`src/rtl/fft_addr_pkg.sv`:
```
// Shared types and width helpers for the FFT butterfly address generator.
// Widths derive from ADDR_WIDTH so the top and the address map agree on field sizes.
package fft_addr_pkg;

   typedef enum logic {
      MODE_DIT = 1'b0,
      MODE_DIF = 1'b1
   } mode_e;

   typedef enum logic [1:0] {
      ST_IDLE = 2'd0,
      ST_RUN  = 2'd1,
      ST_GAP  = 2'd2
   } state_e;

   // Stage numbers run 0..aw-1.
   function automatic int stage_w(input int aw);
      return (aw > 1) ? $clog2(aw) : 1;
   endfunction

   // log_n runs 0..aw inclusive.
   function automatic int logn_w(input int aw);
      return $clog2(aw + 1);
   endfunction

endpackage

```
`src/rtl/fft_addr_map.sv`:
```
// Combinational butterfly map: (b, s, log_n, mode) -> operand addresses, twiddle index, group flag.
// No state, no handshake; the caller registers the results.
module fft_addr_map
   import fft_addr_pkg::*;
#(
   parameter int AW = 13
) (
   input  logic [AW-2:0]           b,
   input  logic [stage_w(AW)-1:0]  s,
   input  logic [logn_w(AW)-1:0]   log_n,
   input  mode_e                   mode,
   output logic [AW-1:0]           addr_a,
   output logic [AW-1:0]           addr_b,
   output logic [AW-2:0]           tw_idx,
   output logic                    group_last
);

   localparam int SW = stage_w(AW);

   logic [SW-1:0] p;
   logic [AW-1:0] bx;
   logic [AW-1:0] bit_p;
   logic [AW-1:0] mask;
   logic [AW-2:0] j;
   logic [31:0]   sh;

   always_comb begin
      p      = '0;
      sh     = '0;
      if (mode == MODE_DIT) begin
         p  = s;
         sh = 32'(AW - 1) - 32'(s);
      end else begin
         p  = SW'(32'(log_n) - 32'd1 - 32'(s));
         sh = 32'(s) + 32'(AW) - 32'(log_n);
      end
      bit_p  = AW'(1) << p;
      mask   = bit_p - AW'(1);
      bx     = {1'b0, b};
      // Open a zero at bit p: bits above p shift up by one, bits below stay put.
      addr_a = ((bx & ~mask) << 1) | (bx & mask);
      addr_b = addr_a | bit_p;
      j      = b & mask[AW-2:0];
      tw_idx = j << sh;
      group_last = (j == mask[AW-2:0]);
   end

endmodule

```
`src/rtl/fft_addr_gen.sv`:
```
// Sequential radix-2 FFT butterfly address generator with DIT/DIF ordering and inter-stage gap.
// First beat one cycle after start; all outputs registered and held while out_ready is low.
module fft_addr_gen
   import fft_addr_pkg::*;
#(
   parameter int ADDR_WIDTH = 13,
   parameter int STAGE_GAP  = 0
) (
   input  logic                                clk,
   input  logic                                rst_n,
   input  logic                                start,
   input  logic [logn_w(ADDR_WIDTH)-1:0]       log_n,
   input  logic                                mode,
   output logic                                busy,
   output logic                                out_valid,
   input  logic                                out_ready,
   output logic [ADDR_WIDTH-1:0]               addr_a,
   output logic [ADDR_WIDTH-1:0]               addr_b,
   output logic [ADDR_WIDTH-2:0]               tw_idx,
   output logic [stage_w(ADDR_WIDTH)-1:0]      stage,
   output logic                                group_last,
   output logic                                out_last,
   output logic                                done
);

   localparam int LW = logn_w(ADDR_WIDTH);
   localparam int SW = stage_w(ADDR_WIDTH);
   localparam int BW = ADDR_WIDTH - 1;
   localparam int GW = 8;

   state_e          state_q, state_d;
   logic [BW-1:0]   b_q, b_d;
   logic [SW-1:0]   s_q, s_d;
   logic [LW-1:0]   ln_q, ln_d;
   mode_e           mode_q, mode_d;
   logic [GW-1:0]   gap_q, gap_d;
   logic            valid_q, valid_d;
   logic            busy_q, busy_d;
   logic            done_q, done_d;

   logic [ADDR_WIDTH-1:0] addr_a_q, addr_b_q;
   logic [BW-1:0]         tw_idx_q;
   logic [SW-1:0]         stage_q;
   logic                  group_last_q, out_last_q;

   logic [BW-1:0] last_b_q, last_b_d;
   logic [SW-1:0] last_s_q, last_s_d;

   logic [ADDR_WIDTH-1:0] map_a, map_b;
   logic [BW-1:0]         map_tw;
   logic                  map_gl;

   fft_addr_map #(.AW(ADDR_WIDTH)) u_map (
      .b          (b_d),
      .s          (s_d),
      .log_n      (ln_d),
      .mode       (mode_d),
      .addr_a     (map_a),
      .addr_b     (map_b),
      .tw_idx     (map_tw),
      .group_last (map_gl)
   );

   always_comb begin
      last_b_q = BW'((32'd1 << (32'(ln_q) - 32'd1)) - 32'd1);
      last_s_q = SW'(32'(ln_q) - 32'd1);
   end

   always_comb begin
      state_d = state_q;
      b_d     = b_q;
      s_d     = s_q;
      ln_d    = ln_q;
      mode_d  = mode_q;
      gap_d   = gap_q;
      valid_d = valid_q;
      done_d  = 1'b0;

      case (state_q)
         ST_IDLE: begin
            if (start) begin
               if (log_n == '0)
                  ln_d = LW'(1);
               else if (32'(log_n) > ADDR_WIDTH)
                  ln_d = LW'(ADDR_WIDTH);
               else
                  ln_d = log_n;
               mode_d  = mode_e'(mode);
               b_d     = '0;
               s_d     = '0;
               valid_d = 1'b1;
               state_d = ST_RUN;
            end
         end
         ST_RUN: begin
            if (valid_q && out_ready) begin
               if (b_q != last_b_q) begin
                  b_d = b_q + BW'(1);
               end else if (s_q == last_s_q) begin
                  valid_d = 1'b0;
                  done_d  = 1'b1;
                  state_d = ST_IDLE;
               end else begin
                  b_d = '0;
                  s_d = s_q + SW'(1);
                  if (STAGE_GAP > 0) begin
                     valid_d = 1'b0;
                     gap_d   = GW'(STAGE_GAP - 1);
                     state_d = ST_GAP;
                  end
               end
            end
         end
         ST_GAP: begin
            if (gap_q == '0) begin
               valid_d = 1'b1;
               state_d = ST_RUN;
            end else begin
               gap_d = gap_q - GW'(1);
            end
         end
         default: state_d = ST_IDLE;
      endcase

      busy_d   = (state_d != ST_IDLE);
      last_b_d = BW'((32'd1 << (32'(ln_d) - 32'd1)) - 32'd1);
      last_s_d = SW'(32'(ln_d) - 32'd1);
   end

   always_ff @(posedge clk or negedge rst_n) begin
      if (!rst_n) begin
         state_q <= ST_IDLE;
         b_q     <= '0;
         s_q     <= '0;
         ln_q    <= LW'(1);
         mode_q  <= MODE_DIT;
         gap_q   <= '0;
         valid_q <= 1'b0;
         busy_q  <= 1'b0;
         done_q  <= 1'b0;
      end else begin
         state_q <= state_d;
         b_q     <= b_d;
         s_q     <= s_d;
         ln_q    <= ln_d;
         mode_q  <= mode_d;
         gap_q   <= gap_d;
         valid_q <= valid_d;
         busy_q  <= busy_d;
         done_q  <= done_d;
      end
   end

   // Beat registers only load when a beat is presented, so they stay frozen through stalls and idle.
   always_ff @(posedge clk or negedge rst_n) begin
      if (!rst_n) begin
         addr_a_q     <= '0;
         addr_b_q     <= '0;
         tw_idx_q     <= '0;
         stage_q      <= '0;
         group_last_q <= 1'b0;
         out_last_q   <= 1'b0;
      end else if (valid_d) begin
         addr_a_q     <= map_a;
         addr_b_q     <= map_b;
         tw_idx_q     <= map_tw;
         stage_q      <= s_d;
         group_last_q <= map_gl;
         out_last_q   <= (b_d == last_b_d) && (s_d == last_s_d);
      end
   end

   assign busy       = busy_q;
   assign out_valid  = valid_q;
   assign done       = done_q;
   assign addr_a     = addr_a_q;
   assign addr_b     = addr_b_q;
   assign tw_idx     = tw_idx_q;
   assign stage      = stage_q;
   assign group_last = group_last_q;
   assign out_last   = out_last_q;

endmodule

```
`config.mk`:
```
export PLATFORM = sky130hd
export DESIGN_NAME = fft_addr_gen
export DESIGN_NICKNAME = d
export VERILOG_FILES = /design/src/rtl/fft_addr_pkg.sv /design/src/rtl/fft_addr_map.sv /design/src/rtl/fft_addr_gen.sv
export SDC_FILE = /design/constraint.sdc
export NUM_CORES = 1
export LEC_CHECK = 0
export ABC_AREA = 1
export BUFFER_PORTS_ARGS = -buffer_cell sky130_fd_sc_hd__buf_2
export CAP_MARGIN = 5
export CORE_ASPECT_RATIO = 1.5
export CORE_MARGIN = 10
export CORE_UTILIZATION = 61
export DETAILED_ROUTE_END_ITERATION = 7
export GPL_ROUTABILITY_DRIVEN = 1
export PLACE_DENSITY = 0.9
export RECOVER_POWER = 25
export SLEW_MARGIN = 20
export SYNTH_ARGS = -nofsm -noshare
export SYNTH_HDL_FRONTEND = slang
export SYNTH_SLANG_ARGS = --single-unit
```
`constraint.sdc`:
```
create_clock -name clk -period 6.45 [get_ports clk]
set_input_delay 0.9675 -clock clk [delete_from_list [all_inputs] [get_ports clk]]
set_output_delay 0.9675 -clock clk [all_outputs]
set_load 0.02 [all_outputs]
```
==> flow_results.xml <==
<?xml version="1.0" encoding="UTF-8"?>
<metrics>
  <group name="clocking">
    <metric name="cts.root.buffer_cell" unit="">clkbuf_16</metric>
    <metric name="cts.path.max_buffers" unit="">2</metric>
    <metric name="cts-buffers-inserted" unit="">9</metric>
    <metric name="cts_tree" unit="">yes</metric>
    <metric name="worst_skew_pair.late_latency" unit="ns">0.34</metric>
    <metric name="clkSlewWorstSetupHoldPaths" unit="ns">0.06</metric>
    <metric name="clock_sink_count" unit="">78</metric>
    <metric name="cts_hold_repair.buffers" unit="">0</metric>
    <metric name="h-tree-depth" unit="">3</metric>
  </group>
  <group name="synthesis">
    <metric name="synth_seq_area_share" unit="%">30.3</metric>
    <metric name="synth_area_leaders" unit="">dfrtp_1, nand2_1, nand3_1</metric>
    <metric name="ys_dominant_reg_cell" unit="">dfrtp_1</metric>
    <metric name="synth_top_cell_area_share" unit="%">29.9</metric>
    <metric name="synthDistinctLibCells" unit="">48</metric>
    <metric name="number_of_enable_type_register_cells_in_the_synthesized_netlist" unit="">0</metric>
    <metric name="synthesis.yosys.warnings" unit="">0</metric>
    <metric name="synthesized_nets" unit="">986</metric>
    <metric name="synth-seq-cells" unit="">78</metric>
    <metric name="synth-async-reset-ratio" unit="%">100</metric>
    <metric name="post_synth_instance_area" unit="µm²">6450</metric>
    <metric name="synth.largest_area_cell" unit="">dfrtp_1</metric>
    <metric name="netlist_instances" unit="">952</metric>
    <metric name="post_synth.cell_area_avg" unit="µm²">6.78</metric>
  </group>
  <group name="sta">
    <metric name="final-hold-violation-count" unit="">0</metric>
    <metric name="final_max_slew_viol_count" unit="">79</metric>
    <metric name="grt_setup_unrepaired" unit="">false</metric>
    <metric name="final.min_clock_period" unit="ns">5.95</metric>
    <metric name="timing.final.ws_setup" unit="ns">0.502</metric>
    <metric name="setup_tns" unit="ns">0</metric>
    <metric name="slew-limit-headroom" unit="%">-174</metric>
    <metric name="final-setup-viol-count" unit="">0</metric>
    <metric name="fin_crit_share" unit="%">92.2</metric>
    <metric name="fmax" unit="MHz">168</metric>
    <metric name="tightestPinTransition" unit="ns">4.11</metric>
    <metric name="final.setup_skew" unit="ns">0.00775</metric>
  </group>
  <group name="global_route">
    <metric name="grt_first_pass_wirelength" unit="mm">32.3</metric>
    <metric name="grt_antenna_before_repair" unit="">0</metric>
    <metric name="grt_max_degree" unit="">79</metric>
    <metric name="globalRouteOverflowTotal" unit="">0</metric>
    <metric name="number_of_global_route_vias_before_repair" unit="">6557</metric>
    <metric name="grt.total_usage" unit="%">25.8</metric>
  </group>
  <group name="min_path">
    <metric name="hp-class" unit="">reg -&gt; reg</metric>
    <metric name="worstHoldEndpoint" unit="">tw_idx[4]</metric>
    <metric name="worst_hold_startpoint" unit="">tw_idx[4]</metric>
    <metric name="holdPathStages" unit="">2</metric>
  </group>
  <group name="routing">
    <metric name="drc" unit="">0</metric>
    <metric name="detail_route.wl_per_cell" unit="µm">17.0</metric>
    <metric name="drt_first_pass_iters" unit="">5</metric>
    <metric name="drt-total-wl" unit="mm">19.7</metric>
    <metric name="dr_total_vias" unit="">6683</metric>
    <metric name="ant_nets" unit="">0</metric>
    <metric name="detailedRoute.firstIterationViolations" unit="">392</metric>
    <metric name="viasPerCell" unit="">5.77</metric>
  </group>
  <group name="floorplan">
    <metric name="ios" unit="">56</metric>
    <metric name="core.rowCount" unit="">45</metric>
    <metric name="die_area" unit="µm²">15200</metric>
    <metric name="chipWidth" unit="µm">104</metric>
    <metric name="starting_density_of_the_core" unit="%">62.9</metric>
    <metric name="core" unit="µm²">10200</metric>
    <metric name="chipHeight" unit="µm">146</metric>
  </group>
  <group name="finish">
    <metric name="area_growth_syn_to_layout" unit="%">12.6</metric>
    <metric name="layout.cells.most_common_list" unit="">nand2_1, inv_1, nand3_1, nor2_1, dfrtp_1</metric>
    <metric name="multi_input_area" unit="µm²">3970</metric>
    <metric name="area.sequential" unit="µm²">1950</metric>
    <metric name="final_core_utilization" unit="%">70.9</metric>
    <metric name="design.final.nets" unit="">1047</metric>
    <metric name="antenna_diodes" unit="">0</metric>
    <metric name="n_fill_cell" unit="">927</metric>
    <metric name="share_of_final_layout_standard_cells_stronger_than_drive_strength_1" unit="%">17.1</metric>
    <metric name="mostFrequentLayoutCell" unit="">nand2_1</metric>
    <metric name="layout.cells.non_filler" unit="">1159</metric>
  </group>
  <group name="setup_path">
    <metric name="critical-path-top-cell-by-count" unit="">nand2_1</metric>
    <metric name="critical_path_class" unit="">reg -&gt; reg</metric>
    <metric name="regToRegSetupSlack" unit="ns">0.50</metric>
    <metric name="end_kind" unit="">register</metric>
    <metric name="crit_slowest_cell" unit="">dfstp_2</metric>
    <metric name="critical_path.top_delay_family" unit="">simple AND/OR/NAND/NOR gates</metric>
    <metric name="required" unit="ns">6.72</metric>
    <metric name="critPathArrivalTime" unit="ns">6.22</metric>
    <metric name="slowest_cell_delay_on_critical_path" unit="ns">0.54</metric>
    <metric name="r2r_end" unit="">tw_idx[11]</metric>
    <metric name="worst-path-stages" unit="">37</metric>
    <metric name="reg2reg_from" unit="">ln_q[0]</metric>
    <metric name="critical_path.startpoint_type" unit="">register</metric>
    <metric name="maximum_fanout_along_the_worst_path" unit="">8</metric>
    <metric name="crit_buf_inv" unit="">5</metric>
    <metric name="rr_worst_depth" unit="">37</metric>
  </group>
  <group name="power">
    <metric name="netSwitchingPower" unit="µW">2180</metric>
    <metric name="p_sw_share" unit="%">55.1</metric>
    <metric name="p_per_area" unit="nW/µm²">545</metric>
    <metric name="design_power_total" unit="µW">3960</metric>
    <metric name="power_frac_comb" unit="%">67.9</metric>
    <metric name="total_leakage_power" unit="µW">0.00367</metric>
    <metric name="ir_drop" unit="V">0.000335</metric>
    <metric name="power_report.internal_total" unit="µW">1780</metric>
    <metric name="power_frac_clock" unit="%">13.2</metric>
    <metric name="share_of_total_power_in_sequential_cells" unit="%">18.9</metric>
  </group>
  <group name="place">
    <metric name="placed_cells" unit="">1139</metric>
    <metric name="post_place_setup_slack" unit="ns">0.239</metric>
    <metric name="i_o_buffers" unit="">55</metric>
    <metric name="place.detailed.hpwl" unit="mm">15.3</metric>
    <metric name="gpl.final_weighted_congestion" unit="">0.999</metric>
  </group>
  <group name="run_status">
    <metric name="failed_checks" unit="">capacitance limit, slew limit</metric>
    <metric name="outcome" unit="">complete, but fails checks</metric>
  </group>
  <group name="run">
    <metric name="maxCapViolCount" unit="">1</metric>
  </group>
</metrics>
==> logic make-up after synthesis <==
family / count (synthesis) / synth area share [%]
and+or+nand+nor: 541 / 39.0
buffers and inverters: 147 / 9.02
AOI/OAI and AO/OA: 131 / 12.3
DFF: 78 / 30.3
xor gates and xnor gates: 30 / 4.31
adders and majority gates: 25 / 5.08
==> flip-flops by register name (all words and copies together), names as in the netlist <==
register	cells
addr_a	13
addr_b	13
b_q	12
busy	1
done	1
gap_q	8
group_last	1
ln_q	4
mode_q	1
out_last	1
out_valid	1
s_q	4
stage	4
state_q	2
tw_idx	12
==> Yosys cell counts, drive strengths merged (7+ instances only) <==
| cell | count |
|---|---|
| nor2 | 104 |
| inv | 121 |
| clkbuf | 7 |
| o21ai | 54 |
| clkinv | 7 |
| o22ai | 8 |
| nand3 | 96 |
| nand4 | 24 |
| xnor2 | 7 |
| o211ai | 18 |
| xor2 | 23 |
| nand2 | 288 |
| a21oi | 29 |
| nor3 | 17 |
| buf | 12 |
| dfrtp | 77 |
| ha | 23 |
==> stage by stage <==
stage | cell area (µm²) | hold WS [ns]
floorplan | 6450 | 0.455
global placement | 6880 | 0.460
detailed placement | 6880 | 0.462
CTS | 7180 | 0.478
global route | 7260 | 0.508
finish | 7260 | 0.475
==> repair_timing <==
| item | 4_1_cts | 5_1_grt |
|---|---|---|
| buffers inserted | 0 | 4 |
| setup endpoints to repair | 0 | 28 |
| resized for setup | 0 | 15 |
==> area by class of cell <==
class,instances,share of cell area (%)
multi-input cells,727,54.7
repair buffers,69,5.22
well taps,141,2.43
clock inverters,4,0.758
flip-flops and latches,78,26.9
inverters,128,6.61
clock buffers,12,3.39
==> worst reg2reg max path, delay by kind of cell (launching register included) <==
kind / cells / cell delay, ns
AOI/OAI and AO/OA: 1 / 0.21
xor gates and xnor gates: 1 / 0.14
adders and majority gates: 5 / 1.39
buffers and inverters: 5 / 0.42
DFF: 1 / 0.54
and+or+nand+nor: 25 / 3.17
==> layer usage <==
layer  track usage, %  vias up  part of all wire [%]
li1                 -     3230                     -
met1             26.4     3077                    36
met2             46.8      287                    52
met3             4.69       89                   5.2
met4             16.2        0                   6.5
met5                0        -                     0
==> power by group through the flow <==
stage	clock network (µW)	logic, µW	registers [µW]
finish	521	2690	749
global route	541	3000	767
CTS	522	2610	748
detailed placement	0	2590	753
global placement	0	2560	747
floorplan	0	1820	861
==> worst max-delay path by stage <==
stage / from / endpoint / slack (ns)
floorplan: ln_q[0] / tw_idx[10] / 0.94
global placement: ln_q[0] / tw_idx[11] / 0.38
detailed placement: ln_q[0] / tw_idx[11] / 0.24
CTS: ln_q[0] / tw_idx[11] / 0.17
global route: ln_q[0] / tw_idx[11] / 0.04
finish: ln_q[0] / tw_idx[11] / 0.50
No activity file was read; power rests on OpenSTA's default activity.
